### config.mk
export PLATFORM = sky130hd
export DESIGN_NAME = geofence_cross_arbiter
export DESIGN_NICKNAME = d
export VERILOG_FILES = /design/src/rtl/geofence_cross_arbiter.sv
export SDC_FILE = /design/constraint.sdc
export NUM_CORES = 1
export LEC_CHECK = 0
export CORE_MARGIN = 2
export CORE_UTILIZATION = 61
export DETAILED_ROUTE_END_ITERATION = 7
export GPL_TIMING_DRIVEN = 0
export HOLD_SLACK_MARGIN = 0.05
export PLACE_DENSITY_LB_ADDON = 0.25
export REMOVE_ABC_BUFFERS = 1
export SLEW_MARGIN = 20
export SYNTH_ARGS = -nofsm -noshare
export SYNTH_HDL_FRONTEND = slang
export SYNTH_SLANG_ARGS = --single-unit
### constraint.sdc
create_clock -name clk -period 20.8 [get_ports clk]
set_input_delay 6.24 -clock clk [delete_from_list [all_inputs] [get_ports clk]]
set_output_delay 6.24 -clock clk [all_outputs]
set_load 0.05 [all_outputs]
### src/rtl/geofence_cross_arbiter.sv
// Round-robin arbiter feeding a shared 3-stage signed cross-product pipeline:
// C = (ax-kx)*(by-ky) - (bx-kx)*(ay-ky), returned with the requester ID.
module geofence_cross_arbiter #(
  parameter int NREQ = 4,
  parameter int CW   = 10,
  parameter int IDW  = 2,
  parameter int RW   = 2*CW+2
) (
  input  logic                     clk,
  input  logic                     reset,
  input  logic [NREQ-1:0]          req,
  input  logic [NREQ*6*CW-1:0]     opnd,
  output logic [NREQ-1:0]          gnt,
  output logic                     res_valid,
  output logic [IDW-1:0]           res_id,
  output logic signed [RW-1:0]     res_val,
  output logic                     res_neg,
  output logic                     res_zero,
  output logic                     busy
);
  localparam int STAGES = 3;

  typedef struct packed {
    logic [CW-1:0] ax;
    logic [CW-1:0] ay;
    logic [CW-1:0] bx;
    logic [CW-1:0] by;
    logic [CW-1:0] kx;
    logic [CW-1:0] ky;
  } opnd_t;

  function automatic logic signed [RW-1:0] sx(input logic signed [CW:0] v);
    return {{(RW-CW-1){v[CW]}}, v};
  endfunction

  opnd_t                   lane_op [NREQ];
  opnd_t                   sel_op;
  logic [NREQ-1:0]         gnt_c;
  logic [IDW-1:0]          gnt_idx;
  logic                    found;
  logic [IDW:0]            idx_w;
  logic [IDW-1:0]          idx;

  logic [IDW-1:0]          ptr_q, ptr_d;
  logic [STAGES-1:0]       vld_pipe_q, vld_pipe_d;
  logic signed [CW:0]      dax_q, day_q, dbx_q, dby_q;
  logic signed [CW:0]      dax_d, day_d, dbx_d, dby_d;
  logic [IDW-1:0]          id1_q, id1_d, id2_q, id2_d, res_id_q, res_id_d;
  logic signed [RW-1:0]    p1_q, p1_d, p2_q, p2_d, res_val_q, res_val_d;
  logic                    res_neg_q, res_neg_d, res_zero_q, res_zero_d;

  for (genvar i = 0; i < NREQ; i++) begin : g_lane
    assign lane_op[i] = opnd[i*6*CW +: 6*CW];
  end

  // Rotating priority search starting at ptr_q; nothing is granted while in reset.
  always_comb begin
    gnt_c   = '0;
    gnt_idx = '0;
    found   = 1'b0;
    idx_w   = '0;
    idx     = '0;
    for (int k = 0; k < NREQ; k++) begin
      idx_w = {1'b0, ptr_q} + (IDW+1)'(k);
      if (idx_w >= (IDW+1)'(NREQ)) idx_w = idx_w - (IDW+1)'(NREQ);
      idx = idx_w[IDW-1:0];
      if (!found && !reset && req[idx]) begin
        found      = 1'b1;
        gnt_idx    = idx;
        gnt_c[idx] = 1'b1;
      end
    end
  end

  // One-hot AND-OR select keeps unselected lanes (and any X on them) out of the datapath.
  always_comb begin
    sel_op = '0;
    for (int i = 0; i < NREQ; i++)
      if (gnt_c[i]) sel_op = sel_op | lane_op[i];
  end

  always_comb begin
    ptr_d      = ptr_q;
    vld_pipe_d = {vld_pipe_q[STAGES-2:0], found};
    dax_d      = dax_q;
    day_d      = day_q;
    dbx_d      = dbx_q;
    dby_d      = dby_q;
    id1_d      = id1_q;
    p1_d       = p1_q;
    p2_d       = p2_q;
    id2_d      = id2_q;
    res_val_d  = res_val_q;
    res_id_d   = res_id_q;
    res_neg_d  = res_neg_q;
    res_zero_d = res_zero_q;
    if (found) begin
      ptr_d = (gnt_idx == IDW'(NREQ-1)) ? '0 : gnt_idx + 1'b1;
      dax_d = $signed({1'b0, sel_op.ax}) - $signed({1'b0, sel_op.kx});
      day_d = $signed({1'b0, sel_op.ay}) - $signed({1'b0, sel_op.ky});
      dbx_d = $signed({1'b0, sel_op.bx}) - $signed({1'b0, sel_op.kx});
      dby_d = $signed({1'b0, sel_op.by}) - $signed({1'b0, sel_op.ky});
      id1_d = gnt_idx;
    end
    if (vld_pipe_q[0]) begin
      p1_d  = sx(dax_q) * sx(dby_q);
      p2_d  = sx(dbx_q) * sx(day_q);
      id2_d = id1_q;
    end
    // Output registers only update on a valid entry so they hold between results.
    if (vld_pipe_q[1]) begin
      res_val_d  = p1_q - p2_q;
      res_neg_d  = res_val_d[RW-1];
      res_zero_d = (res_val_d == '0);
      res_id_d   = id2_q;
    end
  end

  always_ff @(posedge clk or posedge reset) begin
    if (reset) begin
      ptr_q      <= '0;
      vld_pipe_q <= '0;
      dax_q      <= '0;
      day_q      <= '0;
      dbx_q      <= '0;
      dby_q      <= '0;
      id1_q      <= '0;
      p1_q       <= '0;
      p2_q       <= '0;
      id2_q      <= '0;
      res_val_q  <= '0;
      res_id_q   <= '0;
      res_neg_q  <= 1'b0;
      res_zero_q <= 1'b0;
    end else begin
      ptr_q      <= ptr_d;
      vld_pipe_q <= vld_pipe_d;
      dax_q      <= dax_d;
      day_q      <= day_d;
      dbx_q      <= dbx_d;
      dby_q      <= dby_d;
      id1_q      <= id1_d;
      p1_q       <= p1_d;
      p2_q       <= p2_d;
      id2_q      <= id2_d;
      res_val_q  <= res_val_d;
      res_id_q   <= res_id_d;
      res_neg_q  <= res_neg_d;
      res_zero_q <= res_zero_d;
    end
  end

  assign gnt       = gnt_c;
  assign res_valid = vld_pipe_q[STAGES-1];
  assign res_id    = res_id_q;
  assign res_val   = res_val_q;
  assign res_neg   = res_neg_q;
  assign res_zero  = res_zero_q;
  assign busy      = |vld_pipe_q;

endmodule

======== Yosys cells after proc, flatten, opt, wreduce, memory -nomap -nowiden ========
Cells that the tools add are included.
operators by class
  bitwise gates (word level) .............. 6
  shifts and indexed selects .............. 0
  div/mod/pow operators ................... 0
  equality and inequality tests ........... 1
  multiplexer cells ....................... 37
  multiply operators ...................... 2
  $lt $le $gt $ge ......................... 12
  add/subtract/negate cells ............... 13
  reduce and logical (&&, ||, !) cells .... 17
operators with widths
  operator               number
  $mux W60               4
  $or A60 B60 Y60        3
  $mul A11 B11 Y22       2
  $sub A10 B10 Y11       4
  $logic_not A22 Y1      1
  $sub A22 B22 Y22       1
  $mux W2                9
  $mux W4                4
  $lt A2 B3 Y1 const B   4
  $mux W1                12
  $or A4 B4 Y4           3
  $logic_and A1 B1 Y1    11
  $ge A3 B3 Y1 const B   3
  $bmux W1 S2            4
  $demux W1 S2           4
  $ge A2 B1 Y1 const B   4
  $sub A2 B1 Y2 const B  4
  $add A2 B2 Y3 const B  2
  $logic_not A1 Y1       4
  $add A2 B1 Y3 const B  1
  $ge A2 B3 Y1 const B   1
  $reduce_or A3 Y1       1
  $add A2 B1 Y2 const B  1
  $eq A2 B2 Y1 const B   1
storage, ports and cells
  latch bits .............................. 0
  word-level logic and storage cells ...... 102
  ROM bits ................................ 0
  register bits after elaboration ......... 123
  memories ................................ 0
  memory bits (writable) .................. 0
  output and inout port bits .............. 32

======== Longest topological paths before layout ========
Gate-level depths: netlist of run 1.
  depth after elaboration ................. 26
  mapped depth ............................ 25
  depth with buffers taken out ............ 22

======== Worst setup path after synthesis of run 1 ========
Ideal clock, no wire load.
  path kind ............................... input to output
  start point ............................. input port reset
  end point ............................... output port gnt[3]
  slack ................................... 4162 ps
  data arrival time ....................... 10398 ps
  path buffers ............................ 2
  cell stages on the path ................. 8
  cells stage by stage .................... inv_1 nand2_1 or2_2 nor2_1 nand2_1 nand2_1 buf_4 buf_4
between the ends
  longest elaborated chain between the ends .. 15
ends and longest elaborated chain
  item                              RTL line  source
  start: declaration                10        input logic reset,
  $logic_not A1 Y1 (no line) (*)    n/a
  $logic_and A1 B1 Y1               67        if (!found && !reset && req[idx]) begin
  $mux W1                           67
  $logic_not A1 Y1                  67
  $logic_and A1 B1 Y1 (2 in a row)  67
  $mux W1                           67
  $logic_not A1 Y1                  67
  $logic_and A1 B1 Y1 (2 in a row)  67
  $mux W1                           67
  $logic_not A1 Y1                  67
  $logic_and A1 B1 Y1 (2 in a row)  67
  $mux W4 (*)                       67
  end: declaration                  13        output logic [NREQ-1:0] gnt,
Mark *: on every way between the ends. The rest lies on a longest branch, timed or not.

======== Worst setup path after layout of run 1 ========
  start point ............................. input port req[2]
  end point ............................... output port gnt[1]
between the ends
  longest elaborated chain between the ends .. 16
ends and longest elaborated chain
  item                              RTL line  source
  start: declaration                11        input logic [NREQ-1:0] req,
  $bmux W1 S2                       67
  $mux W1 (implied by the code)     67
  $logic_and A1 B1 Y1               67
  $mux W1                           67
  $logic_not A1 Y1                  67
  $logic_and A1 B1 Y1 (2 in a row)  67
  $mux W1                           67
  $logic_not A1 Y1                  67
  $logic_and A1 B1 Y1 (2 in a row)  67
  $mux W1                           67
  $logic_not A1 Y1                  67
  $logic_and A1 B1 Y1 (2 in a row)  67
  $mux W4 (*)                       67
Mark *: on every way between the ends. The rest lies on a longest branch, timed or not. The select of a mux whose other input is x is not followed.

==> impl_metrics.toml, run 1 <==
[sta]
worst_slew_pin_slew_ps = 1050
slew_violations = 0
hold_violations = 0
tns_ps = 0
fin_crit_ps = 15970
hold_ws_ps = 478
fin_skew_ps = 11.6
finalSetupViolCount = 0
fmax_ghz = 0.0626
rsz0062_at_grt = "no"
period_share_pct = 76.8
relSlewSlack_pct = 29.4

[cts]
post_cts_buffers = 0
clk_pin_slew_ps = 60
cts_buffers = 17
cts_tree = "yes"
cts.path.max_buffers = 2
cts_resized = 0
h-tree-depth = 4
cts_root_buf = "clkbuf_16"
insertion_delay_ps = 420
hold_buffers = 0
cts_sinks = 122

[worst_hold_path]
min_from = "res_val[13]$_DFFE_PP0P_"
worstHoldPathCells = 1
hold_path_class = "flop to flop"
min_to = "res_val[13]$_DFFE_PP0P_"

[placement]
gp_congestion = 0.918
hpwl_um = 41100
port-buffer-count = 277

[worst_setup_path]
cp_cell_sequence = "clkdlybuf4s50_1 -> mux4_2 -> nand2_1 -> nor2_4 -> or2_2 -> nor2_1 -> nand2_1 -> nand2_4 -> clkdlybuf4s50_1"
arrival_ps = 9730
critPathBufInv = 2
end_kind = "output port"
crit_type = "input port to output port"
rr_endpoint = "day_q[8]$_DFFE_PP0P_"
cp-start-kind = "input port"
path_delay_family = "simple AND/OR/NAND/NOR gates"
regToRegSetupSlack_ps = 14800
crit_fanout = 61
crit_slowest_cell = "clkdlybuf4s50_1"
worst_ep_required_time_ps = 14560
rr_worst_depth = 20
max_stage_delay_ps = 940

[detailed_routing]
wire_per_inst_um = 19.0
routed_via_density = 5.80
drc = 0
first_pass_iters = 5
drtAntennaViolNets = 0
dr.first_iter.drc_count = 1054
dr_total_vias = 15298
wl_um = 50000

[logic_synthesis]
synth_top_area_share_pct = 26.2
synth_compound_area_share_pct = 15.1
synthSimpleGateAreaFrac_pct = 14.9
synth_seq_cells = 122
ys_warn_count = 0
ys_seq_area_share_pct = 16.7
synth_xor_xnor_area_share_pct = 3.97
synth_top_area_cell = "fa_1"
synth_edf_count = 0
synth_most_common_cell = "inv_1"
synthesis.area_mm2 = 0.0183
synth_cells = 2019
ys_async_sr_fraction_pct = 100
synthMuxAreaShare_pct = 2.98
synth_fa_ha_area_share_pct = 37.3
avgSynthCellArea_um2 = 9.06
synth_flop_cell = "dfrtp_1"
synth_top_family_by_area = "adder cells"
synth_area_leaders = "fa_1 26%, dfrtp_1 17%, ha_1 11%"
synthTopCellsByCount = "327 x inv_1, 239 x fa_1, 214 x nand2_1"
synth_cell_types = 67

[die]
initial_core_util_pct = 61.9
rows = 63
die-area_mm2 = 0.0314
pin_count = 278
core_region_area_mm2 = 0.0296
dieHeight_um = 177
dieWidth_um = 177

[layout]
drive_above_1_share_pct = 4.96
area_delta_synth_final_pct = 19.3
nets = 2872

[grt]
grt_max_degree = 72
antenna_found_initial = 10
grt_pass1_wl_um = 80000
grt_pass1_vias = 15845
track_usage_pct = 32.8
overflow = 0

[outcome]
status = "complete, no violations"

[job]
maxCapViolCount = 0
-- cells in the final DEF, fill, tap and decap left out, types with 7 or more instances in the layout --
| cell type | instances |
|---|---|
| o21ai_0 | 73 |
| nor3_1 | 17 |
| a221oi_2 | 16 |
| o21a_1 | 10 |
| xnor2_1 | 63 |
| diode_2 | 11 |
| and2_1 | 130 |
| ha_1 | 163 |
| xor2_1 | 20 |
| nand2b_1 | 21 |
| clkbuf_16 | 17 |
| a21boi_0 | 10 |
| a22o_1 | 21 |
| fa_1 | 239 |
| inv_1 | 325 |
| nor2_1 | 77 |
| mux2_2 | 36 |
| clkdlybuf4s50_1 | 277 |
| a21o_1 | 28 |
| dfrtp_1 | 120 |
| a21oi_1 | 85 |
| and3_1 | 13 |
| a31oi_1 | 7 |
| a22oi_1 | 80 |
| nand4_1 | 7 |
| nor2b_1 | 17 |
| nand3_1 | 19 |
| nand2_1 | 211 |
-- metal layers --
metal  global-route usage [%]  wire length, µm  vias up
met5                        0               13        -
met4                     17.1             2740        2
met3                     5.15             3090      125
met2                     56.8            25000      598
met1                     39.4            19100     7514
li1                         -                -     7059
-- cell type report --
class / count / area, µm²
flip-flops and latches: 122 / 3060
inverters: 327 / 1230
clock buffers: 18 / 429
diodes: 11 / 27.5
well taps: 390 / 488
fillers: 2195 / 7740
repair buffers: 281 / 2860
clock inverters: 13 / 121
multi-input cells: 1475 / 13600
-- metrics by stage --
step / util (%) / worst slack [ps] / instances / area (µm²)
2_1_floorplan: - / 3210 / 1924 / 17900
3_3_place_gp: 71.4 / 242 / 2591 / 21100
3_5_place_dp: 71.8 / 4670 / 2595 / 21200
4_1_cts: 73.7 / 4660 / 2626 / 21800
5_1_grt: 73.8 / 4670 / 2635 / 21800
6_report: 73.8 / 4830 / 2637 / 21800
-- how the worst max path moves through the flow --
stage,startpoint,end,slack [ps],depth (start not counted)
6_report,req[2],gnt[1],4830,9
5_1_grt,reset,gnt[1],4670,8
4_1_cts,req[2],gnt[2],4660,9
3_5_place_dp,req[2],gnt[2],4670,9
3_3_place_gp,reset,gnt[0],240,8
2_1_floorplan,reset,gnt[0],3210,6
-- state kept, by name, indices dropped and copies added, names as in the netlist, named ones only --
name and cells:
p1_q 22, p2_q 22, res_val 22, dax_q 11, day_q 11, dbx_q 11, dby_q 11, vld_pipe_q 3
id1_q 2, id2_q 2, res_id 2, ptr_q 1, res_zero 1
-- cells by family after synthesis --
kind of cell / Yosys count
AOI/OAI and AO/OA: 393
DFF: 122
muxes: 45
and+or+nand+nor: 552
buffers and inverters: 422
adders and majority gates: 402
xor gates and xnor gates: 83
Power of run 1 is not shown: default switching activity piles up to over one toggle a cycle in this logic, so the estimate is an artifact.
==> run 2, diff against run 1 <==
--- a/config.mk
+++ b/config.mk
@@ -6,7 +6,7 @@
 export NUM_CORES = 1
 export LEC_CHECK = 0
 export CORE_MARGIN = 2
-export CORE_UTILIZATION = 61
+export CORE_UTILIZATION = 57
 export DETAILED_ROUTE_END_ITERATION = 7
 export GPL_TIMING_DRIVEN = 0
 export HOLD_SLACK_MARGIN = 0.05
==> constraint.sdc (replaced) <==
create_clock -name clk -period 14.83 [get_ports clk]
set_input_delay 4.449 -clock clk [delete_from_list [all_inputs] [get_ports clk]]
set_output_delay 4.449 -clock clk [all_outputs]
set_load 0.05 [all_outputs]
==> impl_metrics.toml, run 2 (synthesis results as in run 1) <==
[worst_setup_path]
cp_cell_sequence = "clkdlybuf4s50_1 -> mux4_2 -> nand2_1 -> nor2_4 -> or2_2 -> nor2_1 -> nand2_1 -> nand2_4 -> clkdlybuf4s50_1"
cp-start-kind = "input port"
rr_endpoint = "dbx_q[8]$_DFFE_PP0P_"
worst_ep_required_time_ps = 10380
regToRegSetupSlack_ps = 8770
path_delay_family = "simple AND/OR/NAND/NOR gates"
critPathBufInv = 2
crit_fanout = 61
rr_worst_depth = 22
arrival_ps = 8000
end_kind = "output port"
crit_slowest_cell = "clkdlybuf4s50_1"
crit_type = "input port to output port"
max_stage_delay_ps = 950

[cts]
cts_root_buf = "clkbuf_16"
insertion_delay_ps = 430
h-tree-depth = 4
cts_resized = 0
cts.path.max_buffers = 2
cts_tree = "yes"
hold_buffers = 0
cts_sinks = 122
clk_pin_slew_ps = 60
cts_buffers = 17
post_cts_buffers = 0

[sta]
period_share_pct = 84.0
fmax_ghz = 0.0803
finalSetupViolCount = 0
tns_ps = 0
hold_violations = 0
fin_crit_ps = 12450
slew_violations = 0
rsz0062_at_grt = "no"
relSlewSlack_pct = 26.4
worst_slew_pin_slew_ps = 1100
fin_skew_ps = 11.0

[grt]
grt_pass1_wl_um = 80300
antenna_found_initial = 7
grt_max_degree = 72
track_usage_pct = 30.6
overflow = 0
grt_pass1_vias = 15592

[placement]
hpwl_um = 41400
port-buffer-count = 277
gp_congestion = 0.904

[worst_hold_path]
worstHoldPathCells = 1
min_to = "id1_q[0]$_DFFE_PP0P_"
min_from = "id1_q[0]$_DFFE_PP0P_"
hold_path_class = "flop to flop"

[detailed_routing]
wl_met3_um = 2950
dr_total_vias = 15200
wire_per_inst_um = 19.0
wl_um = 50200
dr.first_iter.drc_count = 1034
drtAntennaViolNets = 0
m1WireLength_um = 19800
top_layer = "met4"
first_pass_iters = 5
wl_met2_um = 25300
routed_via_density = 5.75
drc = 0

[layout]
fill_cells = 2422
final_cell_mix = "325 x inv_1, 277 x clkdlybuf4s50_1, 239 x fa_1, 211 x nand2_1, 163 x ha_1"
nets = 2872
drive_above_1_share_pct = 4.84
final_common_cell = "inv_1"
area_delta_synth_final_pct = 19.5

[job]
maxCapViolCount = 0

[die]
pin_count = 278
rows = 65
dieHeight_um = 183
dieWidth_um = 183
core_region_area_mm2 = 0.0316
initial_core_util_pct = 58.0
die-area_mm2 = 0.0335

[outcome]
status = "complete, no violations"
-- run 2: cell count changes in the layout (fill, tap and decap cells not counted) --
cell / previous run / this run
bufinv_16: 1 / 3
inv_6: 4 / 1
clkinv_2: 2 / 3
clkinvlp_4: 5 / 1
clkbuf_8: 0 / 3
clkbuf_1: 1 / 0
clkinv_4: 2 / 1
diode_2: 11 / 8
dfrtp_1: 120 / 121
dfrtp_2: 1 / 0
-- run 2: worst max path at each step --
stage,from,to,cells after the start
final,req[2],gnt[1],9
after global routing,reset,gnt[1],8
after CTS,req[2],gnt[2],9
after detailed placement,req[2],gnt[2],9
after global placement,reset,gnt[0],8
after floorplan,reset,gnt[0],6
-- run 2: layout make-up --
type | count | area (µm²) | area share, %
Sequential cell | 122 | 3060 | 14.0
Timing Repair Buffer | 281 | 2860 | 13.1
Tap cell | 402 | 503 | 2.30
Clock buffer | 20 | 467 | 2.14
Clock inverter | 8 | 121 | 0.555
Multi-Input combinational cell | 1475 | 13600 | 62.2
Antenna cell | 8 | 20.0 | 0.0916
Inverter | 327 | 1230 | 5.64
-- run 2: layer usage --
metal / up-vias / global-route usage [%]
met5: - / 0
met3: 113 / 4.63
met4: 0 / 13.7
met2: 597 / 53.4
met1: 7428 / 37.8
li1: 7062 / -
-- run 2: metrics by stage --
stage / hold WS, ps / setup slack, ps / utilization, % / cells / area, µm²
after global routing: 490 / 2190 / 69.3 / 2642 / 21900
final: 474 / 2380 / 69.3 / 2643 / 21900
after floorplan: 444 / 825 / - / 1924 / 17900
after CTS: 474 / 2220 / 69.2 / 2635 / 21800
after detailed placement: 461 / 2230 / 67.3 / 2607 / 21200
after global placement: 457 / -2220 / 67.0 / 2603 / 21100
Power of run 2 is left out for the same reason.
==> run 3, diff against run 2 <==
--- a/config.mk
+++ b/config.mk
@@ -6,7 +6,7 @@
 export NUM_CORES = 1
 export LEC_CHECK = 0
 export CORE_MARGIN = 2
-export CORE_UTILIZATION = 57
+export CORE_UTILIZATION = 51
 export DETAILED_ROUTE_END_ITERATION = 7
 export GPL_TIMING_DRIVEN = 0
 export HOLD_SLACK_MARGIN = 0.05
==> constraint.sdc (replaced) <==
create_clock -name clk -period 10 [get_ports clk]
set_input_delay 3 -clock clk [delete_from_list [all_inputs] [get_ports clk]]
set_output_delay 3 -clock clk [all_outputs]
set_load 0.05 [all_outputs]
==> impl_metrics.toml, run 3 (synthesis results as in run 1) <==
[placement]
gp_congestion = 0.865
hpwl_um = 41500
place_inst = 2666
port-buffer-count = 277
dpl_worst_slack_ps = 294

[grt]
antenna_found_initial = 7
track_usage_pct = 27.0
overflow = 0
grt_pass1_vias = 15579
grt_max_degree = 71
grt_pass1_wl_um = 80400

[layout]
area_delta_synth_final_pct = 19.8
fill_cells = 3003
drive_above_1_share_pct = 5.01
final_cell_mix = "325 x inv_1, 277 x clkdlybuf4s50_1, 239 x fa_1, 211 x nand2_1, 163 x ha_1"
fin_cells = 2704
nets = 2872
final_common_cell = "inv_1"

[worst_setup_path]
cp-start-kind = "input port"
regToRegSetupSlack_ps = 3900
crit_type = "input port to output port"
rr_endpoint = "dby_q[10]$_DFFE_PP0P_"
crit_slowest_cell = "clkdlybuf4s50_1"
worst_ep_required_time_ps = 7000
crit_fanout = 61
cp_cell_sequence = "clkdlybuf4s50_1 -> mux4_2 -> nand2_1 -> nor2_4 -> or2_2 -> nor2_1 -> nand2_1 -> nand2_4 -> clkdlybuf4s50_1"
max_stage_delay_ps = 950
arrival_ps = 6560
end_kind = "output port"
rr_worst_depth = 19

[outcome]
status = "complete, no violations"

[detailed_routing]
routed_via_density = 5.54
first_pass_iters = 6
wl_um = 49700
dr_total_vias = 14978
drc = 0
dr.first_iter.drc_count = 810
wire_per_inst_um = 18.4
drtAntennaViolNets = 0

[worst_hold_path]
min_from = "id1_q[1]$_DFFE_PP0P_"
hold_path_class = "flop to flop"
min_to = "id1_q[1]$_DFFE_PP0P_"
worstHoldPathCells = 1

[cts]
hold_buffers = 0
cts_root_buf = "clkbuf_16"
clk_pin_slew_ps = 70
insertion_delay_ps = 440
cts.path.max_buffers = 2
cts_buffers = 17
h-tree-depth = 4
cts_resized = 0
cts_tree = "yes"
post_cts_buffers = 0
cts_sinks = 122

[die]
pin_count = 278
die-area_mm2 = 0.0374
dieWidth_um = 193
dieHeight_um = 193
initial_core_util_pct = 51.5
rows = 69
core_region_area_mm2 = 0.0355

[sta]
worst_slew_pin_slew_ps = 1120
tns_ps = 0
rsz0062_at_grt = "no"
finalSetupViolCount = 0
fmax_ghz = 0.105
hold_violations = 0
relSlewSlack_pct = 25.6
worst_slack_ps = 442
fin_crit_ps = 9560
slew_violations = 0
fin_skew_ps = 19.2
period_share_pct = 95.6

[job]
maxCapViolCount = 0
-- run 3: cell count changes in the layout (fill, tap and decap cells not counted), sizes merged --
cell	previous run	this run
inv	327	330
clkbuf	20	18
clkinvlp	1	3
clkinv	4	6
bufinv	3	1
diode	8	7
-- run 3: worst max-delay path by stage --
stage / start / to / cells after the start
after floorplan: reset / gnt[0] / 6
after global placement: reset / gnt[0] / 8
after detailed placement: req[2] / gnt[2] / 9
after CTS: req[2] / gnt[2] / 9
after global routing: req[2] / gnt[1] / 9
final: req[2] / gnt[1] / 9
-- run 3: metal layers --
layer	global-route usage [%]	routed length [µm]	vias to the layer above	part of all wire, %
met3	4.60	3010	91	6.1
li1	-	-	7058	-
met1	33.2	20000	7304	40
met2	46.2	24600	525	49
met4	12.8	2100	0	4.2
met5	0	0	-	0
-- run 3: per-stage QoR --
stage	util, %	area [µm²]	hold slack [ps]
global placement	59.8	21200	460
CTS	61.7	21900	484
finish	61.8	21900	481
floorplan	-	17900	444
global route	61.8	21900	514
detailed placement	60.1	21300	468
-- run 3: final cells by class --
cell class	count	area, µm²	area share [%]
Timing Repair Buffer	281	2860	13.1
Multi-Input combinational cell	1475	13600	62.1
Sequential cell	122	3060	14.0
Clock inverter	13	120	0.548
Antenna cell	7	17.5	0.0799
Inverter	327	1230	5.64
Tap cell	461	577	2.63
Clock buffer	18	439	2.00
-- run 3: worst max-delay path, delay by kind of cell --
kind / cells / cell delay [ps]
buffers and inverters: 2 / 1420
muxes: 1 / 480
and+or+nand+nor: 6 / 1640
Power of run 3 is left out for the same reason.
